--- src/rtl/controle_memoria_principal.sv ---
// Main-memory responder: 16 x 3-bit store serving one cache request at a time after LATENCY wait cycles.
// Optional feature MEM_CLEAR_ON_RESET_EN: reset sweeps zeros into the store through an INIT state.
module controle_memoria_principal #(
   parameter int LATENCY = 2
) (
   input  logic       clock,
   input  logic       reset,
   input  logic       req_valid,
   output logic       req_ready,
   input  logic       req_wren,
   input  logic [3:0] req_address,
   input  logic [2:0] req_data,
   output logic       resp_valid,
   output logic [2:0] resp_data,
   output logic       busy,
   output logic [1:0] debug_state
);

`ifdef MEM_CLEAR_ON_RESET_EN
   typedef enum logic [1:0] {IDLE = 2'd0, WAIT = 2'd1, INIT = 2'd2} state_t;
   localparam state_t RESET_STATE = INIT;
`else
   typedef enum logic [1:0] {IDLE = 2'd0, WAIT = 2'd1} state_t;
   localparam state_t RESET_STATE = IDLE;
`endif

   localparam logic [3:0] COUNT_LOAD = 4'(LATENCY - 1);

   // Handshake: a request transfers on a rising edge where req_valid && req_ready;
   // the requester holds req_valid until then, nothing is queued while busy.

   logic [2:0] mem [16];
   state_t     state;
   logic [3:0] count;
   logic       lat_wren;
   logic [3:0] lat_address;
   logic [2:0] lat_data;
   logic       done;

`ifdef MEM_CLEAR_ON_RESET_EN
   logic [3:0] init_address;
`endif

   assign req_ready   = (state == IDLE);
   assign busy        = (state != IDLE);
   assign debug_state = state;
   assign done        = (state == WAIT) && (count == 4'd0);

   // Storage has no reset: an aborted write simply never reaches it.
   always_ff @(posedge clock) begin
      if (!reset) begin
         if (done && lat_wren)
            mem[lat_address] <= lat_data;
`ifdef MEM_CLEAR_ON_RESET_EN
         else if (state == INIT)
            mem[init_address] <= 3'b000;
`endif
      end
   end

   always_ff @(posedge clock) begin
      if (reset) begin
         state      <= RESET_STATE;
         count      <= 4'd0;
         resp_valid <= 1'b0;
         resp_data  <= 3'b000;
`ifdef MEM_CLEAR_ON_RESET_EN
         init_address <= 4'd0;
`endif
      end else begin
         resp_valid <= 1'b0;
         case (state)
            IDLE: begin
               if (req_valid) begin
                  lat_wren    <= req_wren;
                  lat_address <= req_address;
                  lat_data    <= req_data;
                  count       <= COUNT_LOAD;
                  state       <= WAIT;
               end
            end
            WAIT: begin
               if (count != 4'd0) begin
                  count <= count - 4'd1;
               end else begin
                  resp_valid <= 1'b1;
                  resp_data  <= lat_wren ? lat_data : mem[lat_address];
                  state      <= IDLE;
               end
            end
`ifdef MEM_CLEAR_ON_RESET_EN
            INIT: begin
               init_address <= init_address + 4'd1;
               if (init_address == 4'd15)
                  state <= IDLE;
            end
`endif
            default: state <= IDLE;
         endcase
      end
   end

endmodule

--- config.mk ---
export PLATFORM = sky130hd
export DESIGN_NAME = controle_memoria_principal
export DESIGN_NICKNAME = d
export VERILOG_FILES = /design/src/rtl/controle_memoria_principal.sv
export SDC_FILE = /design/constraint.sdc
export NUM_CORES = 1
export LEC_CHECK = 0
export BUFFER_PORTS_ARGS = -buffer_cell sky130_fd_sc_hd__buf_2
export CAP_MARGIN = 10
export CORE_ASPECT_RATIO = 0.5
export CORE_MARGIN = 5
export CORE_UTILIZATION = 50
export CTS_CLUSTER_DIAMETER = 150
export DETAILED_ROUTE_END_ITERATION = 12
export PLACE_DENSITY = 0.69
export REMOVE_ABC_BUFFERS = 1
export SYNTH_ARGS = -nofsm -noshare
export SYNTH_HDL_FRONTEND = slang
export SYNTH_SLANG_ARGS = --single-unit
--- constraint.sdc ---
create_clock -name clock -period 2 [get_ports clock]
set_clock_uncertainty 0.05 [all_clocks]
set_input_delay 0.6 -clock clock [delete_from_list [all_inputs] [get_ports clock]]
set_output_delay 0.6 -clock clock [all_outputs]
set_load 0.02 [all_outputs]
* Word-level counts from Yosys, hierarchy flattened
Memory sizes are Yosys's and may differ from the RTL's. A register that Yosys moved wholly into a read port is not among the register bits.
Index checks and enable logic that the tools add are counted.
W data, S select, Z words.
** Cells by class
- Multiplexer cells :: 10
- Equal/unequal tests :: 4
- Reduce and logical (&&, ||, !) cells :: 12
- Bitwise gates (word level) :: 3
- $add $sub $neg :: 1
** Operators with widths (count)
- $mux W4 :: 2
- $pmux W4 S2 :: 1
- $reduce_and A3 Y1 :: 2
- $logic_not A4 Y1 :: 1
- $mux W1 :: 4
- $mux W2 :: 2
- $ne A2 B2 Y1 const B :: 2
- $pmux W2 S2 :: 1
- $reduce_and A2 Y1 :: 2
- $reduce_bool A2 Y1 :: 2
- $reduce_bool A4 Y1 :: 1
- $sub A4 B1 Y4 const B :: 1
- $not A1 Y1 :: 3
- $eq A2 B1 Y1 const B :: 1
- $logic_and A1 B1 Y1 :: 2
- $logic_not A2 Y1 :: 1
- $ne A2 B1 Y1 const B :: 1
- $reduce_or A2 Y1 :: 1
** Word-level totals
- Memories kept :: 1
- Word-level logic and storage cells :: 37
- Flip-flop bits (word level) :: 15
- Output and inout port bits :: 8
- Bits of input ports :: 11
- Memory bits (writable) :: 48
** Memories
- mem :: words 16, width 3, read ports 1, clocked after Yosys merged registers in 1, wr ports 1, line 32 : logic [2:0] mem [16];

* Longest topological paths before layout
- Depth after elaboration :: 6
- Depth in mapped cells :: 7
- Mapped depth without buffers :: 6

* Worst setup path after synthesis
OpenSTA, ideal clock, no wires.
- Kind :: register to register
- From :: reg state[0], in the netlist debug_state[0]
- To :: mem mem[4][0], enable pin
- Setup slack :: 0.008 ns
- Setup time :: 0.319 ns
- Cell stages (with the launch flop) :: 6
- Period minus slack after synthesis :: 1.992 ns
- Arrival time :: 1.623 ns
- Data required time :: 1.631 ns
- Buffers on the path :: 1
- Cell sequence :: dfxtp_1 -> nand4bb_1 -> buf_4 -> nor3b_4 -> or3b_4 -> nor2_1
** On the way
- Longest elaborated chain between the ends :: 6
** Ends and longest elaborated chain
- start: declaration :: line 33 : state_t state;
- start signal: assignment :: line 63 : state <= RESET_STATE;
- start signal: assignment :: line 79 : state <= WAIT;
- start signal: assignment :: line 88 : state <= IDLE;
- $eq A2 B1 Y1 :: line 47 : assign done = (state == WAIT) && (count == 4'd0);
- $logic_and A1 B1 Y1 :: line 47
- $logic_and A1 B1 Y1 :: line 52 : if (done && lat_wren)
- $mux W1 :: line 52
- $mux W1 :: line 51 : if (!reset) begin
- $mux W1 (implied by the code) :: line 53 : mem[lat_address] <= lat_data;
- end: declaration :: line 32
No other way between the ends.

* Worst setup path after layout
- From :: reg count[0]
- To :: mem mem[15][2], enable pin
** On the way
- Longest elaborated chain between the ends :: 6
** Ends and longest elaborated chain
- start: declaration :: line 34 : logic [3:0] count;
- start signal: assignment :: line 84 : count <= count - 4'd1;
- $logic_not A4 Y1 :: line 47
- $logic_and A1 B1 Y1 :: line 47
- $logic_and A1 B1 Y1 :: line 52
- $mux W1 :: line 52
- $mux W1 :: line 51
- $mux W1 (implied by the code) :: line 53
No other way between the ends.

==> metrics.yaml <==
status: "finished clean"
slew_headroom: 0.597
antenna_left: 0
fillCellCount: 387
drt-total-wl_um: 4980
cts_tree: "built"
stdcell_count: 274
grt_overflow_total: 0
areaGrowthSynthToFinish_pct: 17.5
fin_area_um2: 3190
layout-drive-gt1-share: 0.382
hold_ws_ns: 0.389
leakage_nw: 1.09
die_y_um: 62.1
cp-start-kind: "register"
grt_max_degree: 20
dr.pass1.iters: 4
worstSkewPairLatency_ns: 0.33
io_pins: 19
dp_hpwl_um: 3330
numCtsBuffers: 9
dpl.cell_count: 256
crit_type: "reg -> reg"
ys_ff_latch: 65
rsz0062_at_grt: "true"
worst_setup_path_end_kind: "register"
dieArea_um2: 7090
grt_pass1_vias: 1548
max-cap-violations: 0
route.vias.total: 1525
drc: 0
antenna_cells: 0
grt.total_usage: 0.161
clock_sinks: 65
antenna_found_initial: 0
ys_seq_area_frac: 0.686
synthCells: 167
power_density_nw_per_um2: 853
drt_iter0_drc: 127
fin_util: 0.626
path_clk_slew_ns: 0.07
place_area_um2: 2920
fp-row-count: 18
numPortBuffers: 17
crit_arrival_ns: 1.87
tightest_slew_ns: 0.605
syn-cell-area_um2: 2710
period_needed_ns: 1.91
initial_core_util: 0.533
grt_pass1_wl_um: 8040
crit_fanout: 4
hold_violations: 0
synth.avg_cell_area_um2: 16.2
fin_ws_ns: 0.0858
ir_drop_mv: 0.357
clk_root_buffer_cell: "clkbuf_8"
min-delay-path-class: "in -> reg"
vias_per_cell: 5.57
wire_per_inst_um: 18.2
nets: 214
place_ws_ns: -0.0548
post-route-period-util: 0.957
yosysWarnings: 0
core_area_um2: 5090
fmax_mhz: 522
htreeDepth: 3
yosys.cell_types.count: 38
required_ns: 1.95
die_x_um: 114
slew_viol_final: 0
gp_congestion: 0.845
clockBufferDepth: 2
setup_viol: 0
cts_hold_buffers: 0
-- logic make-up (layout without fill, tap and decap cells) --
kind of cell    Yosys count  in the layout  share of synthesized area
flops                    65             65                      0.686
other cells               1              1                    0.00138
xor+xnor                  2              2                    0.00646
compound gates           12             12                     0.0323
mux                      17             17                      0.113
fa+ha+maj                 2              2                    0.00922
buf+inv                  15             52                     0.0387
simple gates             53             53                      0.113
-- stage by stage --
step           TNS [ns]  total power [mW]
2_1_floorplan     -4.36              1.64
3_3_place_gp          0              1.71
3_5_place_dp     -0.817              1.72
4_1_cts               0              2.74
5_1_grt          -0.176              2.84
6_report              0              2.72
-- timing repair --
action                     CTS  global route
pin swaps                    3             2
setup endpoints to repair   36            31
gates resized for setup     12             5
buffers inserted             2             2
-- final cells by class --
cell class | instances | area, um2 | share of cell area
multi-input cells | 87 | 808 | 0.254
clock inverters | 4 | 46.3 | 0.0145
well taps | 70 | 87.6 | 0.0275
flip-flops and latches | 65 | 1860 | 0.585
repair buffers | 34 | 238 | 0.0746
clock buffers | 10 | 128 | 0.0400
inverters | 4 | 15.0 | 0.00471
-- critical path: stages, from the launching register on --
cell and delay, ns:
dfxtp_2 0.33, inv_2 0.08, ha_4 0.15, nand4bb_4 0.12, nor3b_4 0.22, buf_4 0.16
nand3_1 0.15, nor2_1 0.33
-- state kept, by name (all words and copies together) (netlist names) --
name / count
debug_state: 1
lat_data: 3
mem: 48
lat_address: 4
lat_wren: 1
resp_data: 3
count: 4
resp_valid: 1
-- cell usage in the layout, fill, tap and decap left out, types with 5 or more instances in the layout --
cell type	netlist	final
buf_2	2	17
buf_4	4	15
clkbuf_8	0	9
dfxtp_1	9	7
edfxtp_1	56	56
mux2_2	5	5
mux4_2	9	9
nand3_1	5	5
nor2_1	17	10
nor2_2	0	6
nor3_1	7	6
-- path summary, 6_finish.rpt --
check            startpoint        endpoint  slack [ns]  depth (start not counted)
max reg2reg        count[0]      mem[15][2]        0.09                          7
min reg2reg    resp_data[2]    resp_data[2]        0.45                          2
max                count[0]      mem[15][2]        0.09                          7
min          req_address[0]  lat_address[0]        0.39                          1
-- report_power, final --
group	total, mW	switching [mW]	internal [mW]
sequential	1.52	0.0263	1.49
clock	1.01	0.453	0.555
combinational	0.195	0.100	0.0951
total	2.72	0.579	2.14
-- metal layers --
layer  GRT usage  wire (um)  vias up
li1            -          -      700
met1       0.200       2210      764
met2       0.264       2330       54
met3      0.0648        366        7
met4      0.0575         74        0
met5           0          0        -
-- cells in the mapped netlist --
cell | n | area, um2
a21o_1 | 1 | 7.51
a21oi_1 | 3 | 15.0
a221oi_1 | 2 | 17.5
a22oi_1 | 2 | 15.0
and2_1 | 1 | 6.26
and2b_1 | 1 | 7.51
and3_1 | 2 | 12.5
buf_12 | 1 | 20.0
buf_2 | 2 | 10.0
buf_4 | 4 | 30.0
buf_6 | 2 | 22.5
clkbuf_1 | 2 | 7.51
conb_1 | 1 | 3.75
dfxtp_1 | 9 | 180
edfxtp_1 | 56 | 1680
ha_1 | 2 | 25.0
inv_1 | 4 | 15.0
mux2_2 | 5 | 56.3
mux2i_1 | 2 | 20.0
mux4_1 | 1 | 26.3
mux4_2 | 9 | 203
nand2_1 | 2 | 7.51
nand2b_1 | 3 | 18.8
nand3_1 | 5 | 25.0
nand3b_1 | 4 | 30.0
nand4bb_1 | 1 | 11.3
nor2_1 | 17 | 63.8
nor2b_1 | 4 | 25.0
nor3_1 | 7 | 35.0
nor3_2 | 1 | 10.0
nor3b_1 | 2 | 15.0
nor3b_4 | 1 | 18.8
o21a_1 | 1 | 7.51
o31ai_1 | 1 | 7.51
o41ai_1 | 2 | 17.5
or3b_2 | 1 | 8.76
or3b_4 | 1 | 11.3
xor2_1 | 2 | 17.5
Note: power is estimated with default switching activity, not from simulation.
